File: config.mk
export PLATFORM = sky130hd
export DESIGN_NAME = fret_bank
export DESIGN_NICKNAME = d
export VERILOG_FILES = /design/src/rtl/fret_bank.sv
export SDC_FILE = /design/constraint.sdc
export NUM_CORES = 1
export LEC_CHECK = 0
export BUFFER_PORTS_ARGS = -buffer_cell sky130_fd_sc_hd__buf_2
export CAP_MARGIN = 20
export CELL_PAD_IN_SITES_DETAIL_PLACEMENT = 0
export CELL_PAD_IN_SITES_GLOBAL_PLACEMENT = 2
export CORE_MARGIN = 2
export CORE_UTILIZATION = 38
export CTS_CLUSTER_SIZE = 24
export DETAILED_ROUTE_END_ITERATION = 6
export GPL_TIMING_DRIVEN = 0
export PLACE_DENSITY = 0.95
export SLEW_MARGIN = 5
export SYNTH_ARGS = -nofsm -noshare
export SYNTH_HDL_FRONTEND = slang
export SYNTH_SLANG_ARGS = --single-unit
File: constraint.sdc
create_clock -name CLK -period 5.65 [get_ports CLK]
set_input_delay 0.8475 -clock CLK [delete_from_list [all_inputs] [get_ports CLK]]
set_output_delay 0.8475 -clock CLK [all_outputs]
set_load 0.05 [all_outputs]
File: src/rtl/fret_bank.sv
// N-channel note detector: samples one pixel per channel, applies colour hysteresis
// once per frame, drives a strum pulse train and delays frets+strum by whole frames.
module fret_bank #(
  parameter int NCH  = 5,
  parameter int XW   = 11,
  parameter int YW   = 10,
  parameter int DMAX = 32,
  parameter int DW   = 5,
  parameter int SW   = 4
) (
  input  logic              CLK,
  input  logic              RST_N,
  input  logic              enable,
  input  logic              hsync,
  input  logic              vsync,
  input  logic              vde,
  input  logic [23:0]       rgb,
  input  logic [NCH*XW-1:0] pos_x,
  input  logic [NCH*YW-1:0] pos_y,
  input  logic [NCH*24-1:0] trig_on,
  input  logic [NCH*24-1:0] trig_off,
  input  logic [DW-1:0]     delay,
  input  logic [SW-1:0]     strum_time,
  output logic [NCH-1:0]    frets,
  output logic              strum,
  output logic [NCH-1:0]    press_raw,
  output logic              frame_tick
);

  localparam int AW = (DMAX > 1) ? $clog2(DMAX) : 1;

  typedef enum logic [1:0] {
    S_IDLE,
    S_STRUM,
    S_GAP
  } strum_state_e;

  logic           hs1, hs2, vs1, vs2, vde_d;
  logic           h_pulse, v_pulse;
  logic [XW-1:0]  x_cnt;
  logic [YW-1:0]  y_cnt;

  logic [NCH-1:0] hit, on_hit, off_hit;
  logic [NCH-1:0] seen, on_m, off_m;
  logic [NCH-1:0] press, press_next;
  logic           new_note;

  strum_state_e   state, state_next;
  logic [SW-1:0]  cnt, cnt_next;
  logic           pend, pend_next;
  logic           strum_raw, strum_raw_next;

  logic [NCH:0]   dline [DMAX];
  logic [AW-1:0]  d_sel;
  logic [NCH:0]   tap;

  // Sync edge detectors; frame_tick is v_pulse delayed by one cycle.
  always_ff @(posedge CLK or negedge RST_N) begin
    // NOTE: registers use non-blocking assignments so every flop samples pre-edge values.
    if (!RST_N) begin
      hs1        <= 1'b0;
      hs2        <= 1'b0;
      vs1        <= 1'b0;
      vs2        <= 1'b0;
      vde_d      <= 1'b0;
      frame_tick <= 1'b0;
    end else begin
      hs1        <= hsync;
      hs2        <= hs1;
      vs1        <= vsync;
      vs2        <= vs1;
      vde_d      <= vde;
      frame_tick <= v_pulse;
    end
  end

  assign h_pulse = hs1 & ~hs2;
  assign v_pulse = vs1 & ~vs2;

  // Pixel coordinates; x is the current pixel's column before the increment.
  always_ff @(posedge CLK or negedge RST_N) begin
    if (!RST_N) begin
      x_cnt <= '0;
      y_cnt <= '0;
    end else begin
      if (h_pulse)
        x_cnt <= '0;
      else if (vde && x_cnt != '1)
        x_cnt <= x_cnt + 1'b1;

      if (v_pulse)
        y_cnt <= '0;
      else if (vde_d && !vde && y_cnt != '1)
        y_cnt <= y_cnt + 1'b1;
    end
  end

  always_comb begin
    for (int i = 0; i < NCH; i++) begin
      hit[i]     = vde && (x_cnt == pos_x[i*XW +: XW]) && (y_cnt == pos_y[i*YW +: YW]);
      on_hit[i]  = (rgb[23:16] >= trig_on[i*24+16 +: 8]) &&
                   (rgb[15:8]  >= trig_on[i*24+8  +: 8]) &&
                   (rgb[7:0]   >= trig_on[i*24    +: 8]);
      off_hit[i] = (rgb[23:16] <= trig_off[i*24+16 +: 8]) &&
                   (rgb[15:8]  <= trig_off[i*24+8  +: 8]) &&
                   (rgb[7:0]   <= trig_off[i*24    +: 8]);
    end
  end

  // A hit in the frame_tick cycle belongs to the new frame, so it wins over the clear.
  always_ff @(posedge CLK or negedge RST_N) begin
    if (!RST_N) begin
      seen  <= '0;
      on_m  <= '0;
      off_m <= '0;
    end else begin
      for (int i = 0; i < NCH; i++) begin
        if (hit[i]) begin
          seen[i]  <= 1'b1;
          on_m[i]  <= on_hit[i];
          off_m[i] <= off_hit[i];
        end else if (frame_tick) begin
          seen[i]  <= 1'b0;
          on_m[i]  <= 1'b0;
          off_m[i] <= 1'b0;
        end
      end
    end
  end

  always_comb begin
    // NOTE: defaults come first so every path assigns every output and no latch is inferred.
    press_next = press;
    if (frame_tick) begin
      for (int i = 0; i < NCH; i++) begin
        if (seen[i] && on_m[i])
          press_next[i] = 1'b1;
        else if (seen[i] && off_m[i])
          press_next[i] = 1'b0;
      end
    end
  end

  assign new_note = |(press_next & ~press);

  always_ff @(posedge CLK or negedge RST_N) begin
    if (!RST_N) press <= '0;
    else        press <= press_next;
  end

  always_ff @(posedge CLK or negedge RST_N) begin
    if (!RST_N) begin
      state <= S_IDLE;
      cnt   <= '0;
      pend  <= 1'b0;
    end else begin
      state <= state_next;
      cnt   <= cnt_next;
      pend  <= pend_next;
    end
  end

  // GAP forces strum low for exactly one frame before a re-strum.
  always_comb begin
    state_next = state;
    cnt_next   = cnt;
    pend_next  = pend;
    if (frame_tick) begin
      case (state)
        S_IDLE: begin
          if (new_note && strum_time != '0) begin
            state_next = S_STRUM;
            cnt_next   = strum_time;
          end
        end
        S_STRUM: begin
          if (new_note) begin
            state_next = S_GAP;
            pend_next  = 1'b1;
          end else if (cnt == SW'(1)) begin
            state_next = S_GAP;
            pend_next  = 1'b0;
          end else begin
            cnt_next = cnt - 1'b1;
          end
        end
        S_GAP: begin
          pend_next = 1'b0;
          if (pend && strum_time != '0) begin
            state_next = S_STRUM;
            cnt_next   = strum_time;
          end else begin
            state_next = S_IDLE;
          end
        end
        default: state_next = S_IDLE;
      endcase
    end
  end

  assign strum_raw      = (state == S_STRUM);
  assign strum_raw_next = (state_next == S_STRUM);

  // Entry 0 loads the post-update value, so it always mirrors {strum_raw, press}
  // and entry k holds the value from k frame_ticks earlier.
  always_ff @(posedge CLK or negedge RST_N) begin
    // NOTE: the delay line is reset because the first frames after reset must read as zero.
    if (!RST_N) begin
      for (int j = 0; j < DMAX; j++) dline[j] <= '0;
    end else if (frame_tick) begin
      dline[0] <= {strum_raw_next, press_next};
      for (int j = 1; j < DMAX; j++) dline[j] <= dline[j-1];
    end
  end

  always_comb begin
    d_sel = AW'(DMAX - 1);
    if (32'(delay) < 32'(DMAX)) d_sel = AW'(delay);
  end

  assign tap       = dline[d_sel];
  assign frets     = enable ? tap[NCH-1:0] : '0;
  assign strum     = enable & tap[NCH];
  assign press_raw = press;

endmodule

## Word level (Yosys, flattened, before mapping)

Cells that the tools add are included.

| operators by class | value |
|---|---|
| add/subtract/negate cells | 3 |
| $lt $le $gt $ge | 31 |
| eq/ne operators | 21 |
| muxes and demuxes | 49 |
| bitwise logic cells | 8 |
| reduce and logical (&&, ||, !) cells | 60 |

Operator list:

| cell | number |
|---|---|
| $ge A8 B8 Y1 | 15 |
| $le A8 B8 Y1 | 15 |
| $eq A11 B11 Y1 | 5 |
| $eq A10 B10 Y1 | 5 |
| $logic_and A1 B1 Y1 | 45 |
| $bmux W6 S5 | 1 |
| $mux W1 | 29 |
| $mux W11 | 2 |
| $mux W10 | 2 |
| $mux W4 | 4 |
| $reduce_bool A2 Y1 | 8 |
| $mux W6 | 2 |
| $pmux W4 S3 | 1 |
| $add A11 B1 Y11 const B | 1 |
| $ne A11 B11 Y1 const B | 1 |
| $add A10 B1 Y10 const B | 1 |
| $mux W5 | 2 |
| $ne A10 B10 Y1 const B | 1 |
| $mux W2 | 4 |
| $ne A2 B2 Y1 const B | 4 |
| $ge A6 B6 Y1 const B | 1 |
| $not A5 Y6 | 1 |
| $pmux W2 S3 | 1 |
| $reduce_and A6 Y1 | 1 |
| 16 further kinds | 20 |

| storage, ports and cells | value |
|---|---|
| register bits after elaboration | 246 |

## Depth between registers and ports, before layout

Gate-level depths: netlist (run 1).

| depth | value |
|---|---|
| depth in word-level cells | 11 |
| mapped depth | 8 |
| depth with buffers taken out | 8 |

## Least setup slack after synthesis (run 1)

Ideal clock, no wire load.

| timing path | value |
|---|---|
| kind | input-to-output |
| start | input port delay[1] |
| end | output port frets[3] |
| data arrival time | 2.699 ns |
| data required time | 4.803 ns |
| slack | 2.103 ns |
| cell stages on the path | 5 |
| path through | clkbuf_1 clkbuf_1 mux4_2 mux4_2 a22o_1 |

| between the ends | value |
|---|---|
| word-level cells in the longest chain between the ends | 5 |

RTL lines:

| what | RTL line | RTL |
|---|---|---|
| start, declared | 22 | `input logic [DW-1:0] delay,` |
| $not A5 Y6 (implied by the code) | 221 | `assign tap = dline[d_sel];` |
| $bmux W6 S5 | 221 |  |
| $mux W6 (implied by the code) (2 in a row) | 221 |  |
| $mux W5 | 222 | `assign frets = enable ? tap[NCH-1:0] : '0;` |
| end, declared | 24 | `output logic [NCH-1:0] frets,` |

No other way between the ends. The select of a mux whose other input is x is not followed.

## Final worst setup path (run 1)

| timing path | value |
|---|---|
| start | input port delay[1] |
| end | output port frets[0] |

Same word-level chain as after synthesis.

==> results of run 1 <==
## power groups by stage
| stage | Combinational [mW] | Clock, mW | Sequential, mW |
|---|---|---|---|
| 5_1_grt | 1.43 | 1.84 | 2.12 |
| 3_3_place_gp | 1.24 | 0 | 2.10 |
| 4_1_cts | 1.30 | 1.77 | 2.09 |
| 6_report | 1.28 | 1.73 | 2.09 |
| 2_1_floorplan | 0.830 | 0 | 2.07 |
| 3_5_place_dp | 1.29 | 0 | 2.12 |
## metal layers
| layer | vias to the layer above | wire length [um] | share of wire (%) | track usage, % |
|---|---|---|---|---|
| met2 | 392 | 27300 | 51 | 39.5 |
| met5 | - | 119 | 0.22 | 0 |
| met1 | 7078 | 22200 | 41 | 26.8 |
| met4 | 18 | 1460 | 2.7 | 6.04 |
| met3 | 80 | 2880 | 5.3 | 3.66 |
| li1 | 6891 | - | - | - |
## path summary, 6_finish.rpt
check                      startpoint        end  slack, ns  cells after the start
min                             RST_N   y_cnt[2]       0.16                      1
max in group asynchronous       RST_N  dline[58]       4.18                      3
max reg2reg                 x_cnt[10]    on_m[0]       2.73                      7
min in group CLK                  vs1        vs2       0.37                      0
min reg2reg                       vs1        vs2       0.37                      0
max                          delay[1]   frets[0]       1.32                      6
## flip-flops by register name (all words and copies together), names as in the netlist
name,count
seen,5
on_m,5
y_cnt,10
frame_tick,1
off_m,5
press_raw,5
cnt,4
x_cnt,11
vde_d,1
hs1,1
state,2
vs2,1
vs1,1
hs2,1
pend,1
dline,192
## cell families (layout without fill, tap and decap cells)
family                   Yosys count  after routing  synth area share [%]
AND/OR/NAND/NOR                  279            279                  7.68
buffers and inverters            300            739                  6.56
AO/OA/AOI/OAI                    260            260                  8.75
other                              0              7                     0
flip-flops                       246            246                  34.4
XOR/XNOR                         121            121                  5.93
adder cells (fa/ha/maj)          244            244                  17.1
multiplexers                     251            251                  19.6
## Yosys cell counts, drive strengths merged, types with 3 or more instances
cell / instances / area (um2)
buf: 27 / 148
nor4: 15 / 93.8
inv: 237 / 890
nand3: 32 / 160
nand4: 53 / 332
nor2b: 15 / 93.8
a21oi: 95 / 475
o22ai: 9 / 56.3
o31a: 5 / 43.8
nor2: 53 / 199
mux4: 60 / 1350
o31ai: 7 / 52.6
nand2b: 15 / 93.8
nand2: 73 / 274
xnor2: 91 / 797
o21ai: 66 / 330
dfrtp: 246 / 6160
mux2: 190 / 2140
a22o: 7 / 61.3
a2111oi: 3 / 26.3
o21a: 7 / 52.6
a31oi: 11 / 68.8
clkbuf: 36 / 135
xor2: 30 / 263
nor3: 16 / 80.1
or3: 3 / 18.8
a211oi: 12 / 90.1
o211ai: 12 / 90.1
a21o: 10 / 75.1
ha: 244 / 3050
## critical path: stages
cell and delay, ns:
clkbuf_1 0.54, buf_1 0.68, mux4_2 0.45, mux4_2 0.54
a22o_1 0.21, buf_2 0.21
## cell type report
type	instances	area [um2]	area share, %
antenna	7	17.5	0.0812
timing repair buffer	395	2030	9.42
clock inverter	8	120	0.557
multi-input combinational	1155	10600	48.9
clock buffer	36	757	3.51
sequential	246	6160	28.5
inverter	237	890	4.12
tap	607	759	3.52
buffer	63	283	1.31
## metrics by stage
stage	setup slack [ns]	std cells	hold WS [ns]	TNS [ns]
global placement	-0.402	2701	0.351	-92.52
detailed placement	1.37	2703	0.358	0
floorplan	2.10	1701	0.347	0
finish	1.32	2754	0.163	0
CTS	1.37	2747	0.157	0
global route	1.30	2750	0.162	0
==> qor.yml, run 1 <==
power:
  p_leak_nw: 11.1
  p_seq_share_pct: 41.0
  peakVddDrop_uv: 271
  power.internal_mw: 3.64
  netSwitchingFraction_pct: 28.7
  power_frac_comb_pct: 25.1
  p_total_mw: 5.11
  p_switching_mw: 1.47
  clockPowerShare_pct: 33.9
  p_per_area_nw_per_um2: 237
sta:
  post-route-period-util_pct: 76.6
  timing.slew.headroom_pct: 34.1
  hold_violations: 0
  clock.fmax_mhz: 231
  slew_violations: 0
  grt_setup_unrepaired: "no"
  period_minus_slack_ns: 4.33
  worstMarginPinSlew_ns: 0.964
  finalSetupViolCount: 0
  clock_skew_ns: 0.0103
floorplan:
  pin_count: 396
  die_w_um: 221
  core_area_um2: 46500
  initial_core_util_pct: 38.5
  rows: 79
  die_y_um: 221
  die-area_um2: 48800
logic_synthesis:
  syn_nets: 2329
  ys_ff_latch: 246
  ys.flop_type: "dfrtp_1"
  synth_edf_count: 0
  synth.distinct_cells: 51
  seq_area_frac_synth_pct: 34.4
  avgSynthCellArea_um2: 10.5
  yosysWarnings: 0
  netlist_instances: 1701
  netlist_area_um2: 17900
  async_reset_ff_share_pct: 100
outcome:
  status: "finished clean"
global_routing:
  grt_pass1_wl_um: 84600
  grt_antenna_before_repair: 15
  first_global_vias: 15258
  grt_use_total_pct: 21.9
  grt_max_degree: 124
  gr-total-overflow: 0
route:
  drt_iter0_drc: 758
  drt-vias-per-instance: 5.25
  first_pass_iters: 7
  drc: 0
  drt_wl_total_um: 53900
  postRouteAntennaNets: 0
  vias: 14459
  wire_per_inst_um: 19.6
placed_design:
  detailed_place_hpwl_um: 43700
  place_area_um2: 20700
  place_congestion: 0.892
  port_buffers: 393
setup_path:
  cp-start-kind: "primary input"
  cp_max_fo: 10
  critPathCaptureType: "output pin"
  crit_required_ns: 4.80
  worst_ep_arrival_time_ns: 3.48
  path_class: "primary input to output pin"
clocking:
  cts_buffers: 25
  cts.sinks: 246
  postCtsHoldBufs: 0
  ctsHtreeMaxLevel: 1
  clk_path_buf_depth: 3
  root_buffer: "clkbuf_16"
  clk_pin_slew_ns: 0.06
  tritoncts: "done"
  post-cts-setup-buffer-count: 0
  cts_resized: 0
  clk_latency_ns: 0.51
min_path:
  min_path_type: "primary input to asynchronous set/reset pin"
layout:
  final_cell_mix: "buf_2, dfrtp_1, ha_1"
  fillers: 4404
  final_util_pct: 46.4
  final_cell_area_um2: 21600
  drive_above_1_share_pct: 33.1
  fin_nets: 2751
  layout_commonest_cell: "buf_2"
  syn_to_final_growth_pct: 20.6
job:
  drv_cap: 0
No activity file was read; power rests on OpenSTA's default activity.
==> inputs of run 2 (changes only) <==
CORE_UTILIZATION = 35   (was 38)
PLACE_DENSITY = 0.92   (was 0.95)
clock period = 4.5 ns   (was 5.65 ns; I/O delays follow)
==> qor.yml, run 2 (synthesized netlist as in run 1, its figures left out) <==
sta:
  finalSetupViolCount: 0  # unchanged
  clock.fmax_mhz: 254
  setup_slack_ns: 0.570  # was 1.32 ns
  grt_setup_unrepaired: "no"  # unchanged
  clock_skew_ns: 0.0178  # was 0.0103 ns
  timing.slew.headroom_pct: 34.3  # was 34.1%
  post-route-period-util_pct: 87.3
  worstMarginPinSlew_ns: 0.960  # was 0.964 ns
  fin_tns_setup_ns: 0  # unchanged
  period_minus_slack_ns: 3.93
  slew_violations: 0  # unchanged
  hold_violations: 0  # unchanged
setup_path:
  path_cells: "clkbuf_1, buf_1, mux4_2, mux4_2, a22o_1, buf_2"  # unchanged
  path_class: "primary input to output pin"  # unchanged
  cp_common_cell: "mux4_2"  # unchanged
  worst_ep_arrival_time_ns: 3.26  # was 3.48 ns
  crit_required_ns: 3.83  # was 4.80 ns
  cp-start-kind: "primary input"  # unchanged
  critPathMaxStageDelay_ns: 0.68  # about the same
  cp_max_fo: 10  # unchanged
  slowest_stage: "buf_1"  # unchanged
  critPathCaptureType: "output pin"  # unchanged
clocking:
  cts.sinks: 246  # unchanged
  tritoncts: "done"  # unchanged
  clk_path_buf_depth: 3  # unchanged
  root_buffer: "clkbuf_16"  # unchanged
  clk_latency_ns: 0.53  # was 0.51 ns
  ctsHtreeMaxLevel: 1  # unchanged
  cts_buffers: 26  # was 25
  post-cts-setup-buffer-count: 0  # unchanged
  clk_pin_slew_ns: 0.06  # about the same
placed_design:
  place_congestion: 0.959  # was 0.892
  detailed_place_hpwl_um: 43900  # was 43700 um
  placed_cells: 2769  # was 2703
  port_buffers: 393  # unchanged
  place_area_um2: 20800  # was 20700 um2
  pre_cts_ws_ns: 0.563  # was 1.37 ns
layout:
  register_area_um2: 6160  # unchanged
  final_cell_count_no_fill: 2824  # was 2754
  fin_nets: 2754  # was 2751
  layout_commonest_cell: "buf_2"  # unchanged
  syn_to_final_growth_pct: 21.3  # was 20.6%
  largest_register: "dline"  # unchanged
  multiInputGateArea_um2: 10600  # unchanged
  final_cell_mix: "buf_2, dfrtp_1, ha_1"  # unchanged
  final_cell_area_um2: 21700  # was 21600 um2
  largest_register_ffs: 192  # unchanged
  final_util_pct: 43.2  # was 46.4%
  fillers: 4899  # was 4404
  drive_above_1_share_pct: 33.1  # about the same
  largest_registers: "dline x192, x_cnt x11, y_cnt x10"  # unchanged
route:
  drt-vias-per-instance: 5.11  # was 5.25
  drt_wl_total_um: 54300  # was 53900 um
  postRouteAntennaNets: 0  # unchanged
  vias: 14432  # was 14459
  drc: 0  # unchanged
  first_pass_iters: 5  # was 7
  drt_iter0_drc: 640  # was 758
  wire_per_inst_um: 19.2  # was 19.6 um
floorplan:
  die_w_um: 230  # was 221 um
  initial_core_util_pct: 35.6  # was 38.5%
  pin_count: 396  # unchanged
  rows: 82  # was 79
  die-area_um2: 52900  # was 48800 um2
  core_area_um2: 50300  # was 46500 um2
  die_y_um: 230  # was 221 um
global_routing:
  grt_antenna_before_repair: 13  # was 15
  gr-total-overflow: 0  # unchanged
  grt_pass1_wl_um: 84300  # was 84600 um
  grtUsageMet3_pct: 4.30  # was 3.66%
  grt_busiest_layer: "met2"  # unchanged
  grt_max_degree: 127  # was 124
  met1_usage_pct: 24.2  # was 26.8%
  grtUsageMet2_pct: 35.8  # was 39.5%
  grt_use_total_pct: 20.4  # was 21.9%
  first_global_vias: 15519  # was 15258
min_path:
  min_path_type: "primary input to flop"  # was primary input to asynchronous set/reset pin
power:
  p_leak_nw: 11.1  # about the same
  p_per_area_nw_per_um2: 299  # was 237 nW/um2
  peakVddDrop_uv: 260  # was 271 uV
outcome:
  status: "finished clean"  # unchanged
job:
  drv_cap: 0  # unchanged
run 2: cell count changes in the layout (fill, tap and decap cells not counted):
cell             previous run  this run
bufinv_16                   3         2
clkbuf_1                   38        40
clkbuf_16                  25        27
clkbuf_8                    9         8
clkdlybuf4s18_2             0         1
clkinv_4                    0         1
dlygate4sd3_1               0         1
run 2: layout make-up:
cell class | count | area share [%]
Clock inverter | 8 | 0.456
Multi-Input combinational cell | 1155 | 48.7
Inverter | 237 | 4.10
Clock buffer | 39 | 3.69
Timing Repair Buffer | 397 | 9.46
Buffer | 63 | 1.30
Tap cell | 672 | 3.88
Sequential cell | 246 | 28.4
Antenna cell | 7 | 0.0807
run 2: final timing paths:
path                           from       end  slack (ns)  cells after the start
hold / removal                vsync       vs1        0.25                      1
min in group asynchronous     RST_N       vs1        0.52                      2
setup reg to reg           y_cnt[2]   on_m[0]        1.55                      7
max in group asynchronous     RST_N  dline[4]        2.61                      4
setup / recovery           delay[1]  frets[0]        0.57                      6
hold reg to reg                 hs1       hs2        0.37                      0
run 2: power by group:
part / switching [mW] / leakage [nW] / internal [mW]
sequential: 0.177 / 3.31 / 2.45
clock: 0.891 / 0.439 / 1.34
combinational: 0.830 / 7.38 / 0.787
run 2: per-stage QoR:
| step | hold slack [ns] | power, mW |
|---|---|---|
| 2_1_floorplan | 0.347 | 3.64 |
| 3_3_place_gp | 0.354 | 4.20 |
| 3_5_place_dp | 0.358 | 4.29 |
| 4_1_cts | 0.231 | 6.54 |
| 5_1_grt | 0.233 | 6.85 |
| 6_report | 0.255 | 6.48 |
run 2: routing by layer:
| metal | routed length [um] | up-vias |
|---|---|---|
| met3 | 3370 | 122 |
| met4 | 2230 | 10 |
| met2 | 26600 | 439 |
| li1 | - | 6898 |
| met5 | 63 | - |
| met1 | 22100 | 6963 |
run 2: timing repair:
action | 4_1_cts | 5_1_grt
hold buffers | 1 | 0
gates resized for setup | 0 | 0
hold endpoints to repair | 2 | 0
run 2: worst max-delay path: cells and delay by family:
family | cells | cell delay, ns
buffers and inverters | 3 | 1.39
muxes | 2 | 0.98
AOI/OAI and AO/OA | 1 | 0.21
==> inputs of run 3 (changes only) <==
ABC_AREA = 1   (was unset)
CORE_UTILIZATION = 31   (was 35)
PLACE_DENSITY = 0.94   (was 0.92)
SLEW_MARGIN = 20   (was 5)
==> qor.yml, run 3 <==
outcome:
  status: "finished, violations left"  # was finished clean
  violations: "design-rule violations"
clocking:
  clk_latency_ns: 0.55  # was 0.53 ns
  cts_resized: 0  # unchanged
  root_buffer: "clkbuf_16"  # unchanged
  clk_path_buf_depth: 3  # unchanged
  cts_buffers: 27  # was 26
  cts.sinks: 246  # unchanged
  postCtsHoldBufs: 0  # was 1
  post-cts-setup-buffer-count: 0  # unchanged
  tritoncts: "done"  # unchanged
  clk_pin_slew_ns: 0.06  # about the same
  ctsHtreeMaxLevel: 1  # unchanged
logic_synthesis:
  synth.distinct_cells: 37  # was 51
  post-synth-top-count-cell: "nand2_1"  # was dfrtp_1
  synth.top_cells.by_count: "nand2_1, inv_1, dfrtp_1"  # was dfrtp_1, ha_1, inv_1
  netlist_area_um2: 20500  # was 17900 um2
  yosysTopAreaCell: "dfrtp_1"  # unchanged
  yosysWarnings: 0  # unchanged
  synth.area.top_cells: "dfrtp_1, nand2_1, ha_1"  # was dfrtp_1, ha_1, mux2_2
  ys_ff_latch: 246  # unchanged
  seq_area_frac_synth_pct: 30.0  # was 34.4%
  syn_nets: 3735  # was 2329
  avgSynthCellArea_um2: 6.60  # was 10.5 um2
  ys.flop_type: "dfrtp_1"  # unchanged
  netlist.area_leader.share_pct: 30.0  # was 34.4%
  netlist_instances: 3107  # was 1701
  synth_edf_count: 0  # unchanged
  async_reset_ff_share_pct: 100  # unchanged
power:
  peakVddDrop_uv: 254  # was 260 uV
  p_total_mw: 6.81  # was 6.48 mW
  p_per_area_nw_per_um2: 278  # was 299 nW/um2
  p_leak_nw: 14.0  # was 11.1 nW
sta:
  worstMarginPinSlew_ns: 0.822  # was 0.960 ns
  post-route-period-util_pct: 77.1  # was 87.3%
  period_minus_slack_ns: 3.47  # was 3.93 ns
  timing.slew.headroom_pct: 45.2  # was 34.3%
  grt_setup_unrepaired: "no"  # unchanged
  hold_violations: 0  # unchanged
  setup_slack_ns: 1.03  # was 0.570 ns
  clock_skew_ns: 0.00808  # was 0.0178 ns
  clock.fmax_mhz: 288  # was 254 MHz
  slew_violations: 0  # unchanged
  finalSetupViolCount: 0  # unchanged
  fin_tns_setup_ns: 0  # unchanged
setup_path:
  r2r-start: "x_cnt[10]"  # was y_cnt[2]
  rr_worst_depth: 10  # was 7
  path_class: "primary input to output pin"  # unchanged
  cp_max_fo: 10  # unchanged
  cp-start-kind: "primary input"  # unchanged
  worst_ep_arrival_time_ns: 2.80  # was 3.26 ns
  critPathCaptureType: "output pin"  # unchanged
  r2r_setup_slack_ns: 2.21  # was 1.55 ns
  r2r_end: "off_m[2]"  # was on_m[0]
  crit_required_ns: 3.83  # about the same
layout:
  largest_registers: "dline x192, x_cnt x11, y_cnt x10"  # unchanged
  largest_register: "dline"  # unchanged
  layout_commonest_cell: "nand2_1"  # was buf_2
  final_cell_mix: "nand2_1, inv_1, buf_2"  # was buf_2, dfrtp_1, ha_1
  syn_to_final_growth_pct: 19.7  # was 21.3%
  fin_nets: 4158  # was 2754
  drive_above_1_share_pct: 15.3  # was 33.1%
  largest_register_ffs: 192  # unchanged
  final_cell_count_no_fill: 4419  # was 2824
global_routing:
  gr-total-overflow: 0  # unchanged
  grt_max_degree: 77  # was 127
  first_global_vias: 20777  # was 15519
  grt_pass1_wl_um: 126000  # was 84300 um
  grt_antenna_before_repair: 7  # was 13
  grt_use_total_pct: 24.2  # was 20.4%
floorplan:
  die_w_um: 261  # was 230 um
  die_y_um: 261  # was 230 um
  pin_count: 396  # unchanged
  die-area_um2: 68200  # was 52900 um2
  core_area_um2: 65600  # was 50300 um2
  rows: 94  # was 82
  initial_core_util_pct: 31.2  # was 35.6%
job:
  drv_cap: 0  # unchanged
route:
  vias: 21181  # was 14432
  drt-vias-per-instance: 4.79  # was 5.11
  wire_per_inst_um: 18.7  # was 19.2 um
  drt_wl_total_um: 82600  # was 54300 um
  drc: 2  # was 0
  drt_iter0_drc: 1480  # was 640
  first_pass_iters: 7  # was 5
  postRouteAntennaNets: 0  # unchanged
placed_design:
  port_buffers: 391  # was 393
  detailed_place_hpwl_um: 65200  # was 43900 um
  placed_cells: 4365  # was 2769
  pre_cts_ws_ns: 1.13  # was 0.563 ns
  place_congestion: 0.983  # was 0.959
min_path:
  min_path_type: "primary input to asynchronous set/reset pin"  # was primary input to flop
-- run 3: cell count changes in the layout (fill, tap and decap cells not counted), moves of 60 or more --
cell / previous run / this run
a21oi_1: 95 / 168
o21ai_0: 66 / 214
nand3_1: 32 / 151
mux4_2: 60 / 0
nand2_1: 73 / 1079
inv_1: 237 / 481
nor2_1: 53 / 227
xnor2_1: 91 / 3
mux2_2: 189 / 0
-- run 3: power by group --
group / internal [mW] / total, mW / switching (mW)
Combinational: 0.661 / 1.88 / 1.22
Sequential: 2.46 / 2.65 / 0.190
Clock: 1.35 / 2.29 / 0.940
Total: 4.46 / 6.81 / 2.35
-- run 3: worst max-delay path: stages --
cell	delay [ns]
buf_2	0.17
inv_1	0.20
clkbuf_1	0.65
nand3_1	0.20
nand2_1	0.13
nand2_1	0.07
nand3_1	0.09
nand2_1	0.08
nor2_1	0.21
buf_2	0.31
-- run 3: final cells by class --
class,instances,area (um2)
antenna,7,17.5
buffer,99,541
clock buffer,35,756
clock inverter,12,138
fill,7258,41100
inverter,493,1850
multi-input combinational,2269,12000
sequential,246,6160
tap,864,1080
timing repair buffer,394,2050
-- run 3: worst max path at each step --
stage	end	slack (ns)	start
3_3_place_gp	y_cnt[3]	-1.98	RST_N
2_1_floorplan	frets[1]	1.66	delay[2]
5_1_grt	frets[3]	0.99	delay[2]
3_5_place_dp	frets[3]	1.13	delay[2]
4_1_cts	frets[3]	1.12	delay[2]
6_report	frets[3]	1.03	delay[2]
-- run 3: cells by family after synthesis --
family                   after synthesis  synth area share [%]
buffers and inverters                592                  11.7
adder cells (fa/ha/maj)              244                  14.9
flip-flops                           246                  30.0
AO/OA/AOI/OAI                        463                  12.2
XOR/XNOR                              13                 0.555
AND/OR/NAND/NOR                     1549                  30.6
-- run 3: through the flow --
stage                     hold WS, ns  instance area (um2)  utilization [%]
after floorplan                 0.354                20500                -
after global placement          0.358                23500             35.9
after detailed placement        0.364                23600             36.0
after CTS                      0.0176                24500             37.4
after global routing           0.0389                24500             37.4
final                          0.0223                24500             37.4
-- run 3: layer usage --
metal  part of all wire, %  global-route usage [%]  up-vias
met2                    47                    41.4      576
li1                      -                       -    10682
met3                   5.1                    2.78      101
met5                 0.016                       0        -
met1                    46                    32.8     9820
met4                   2.1                    5.15        2
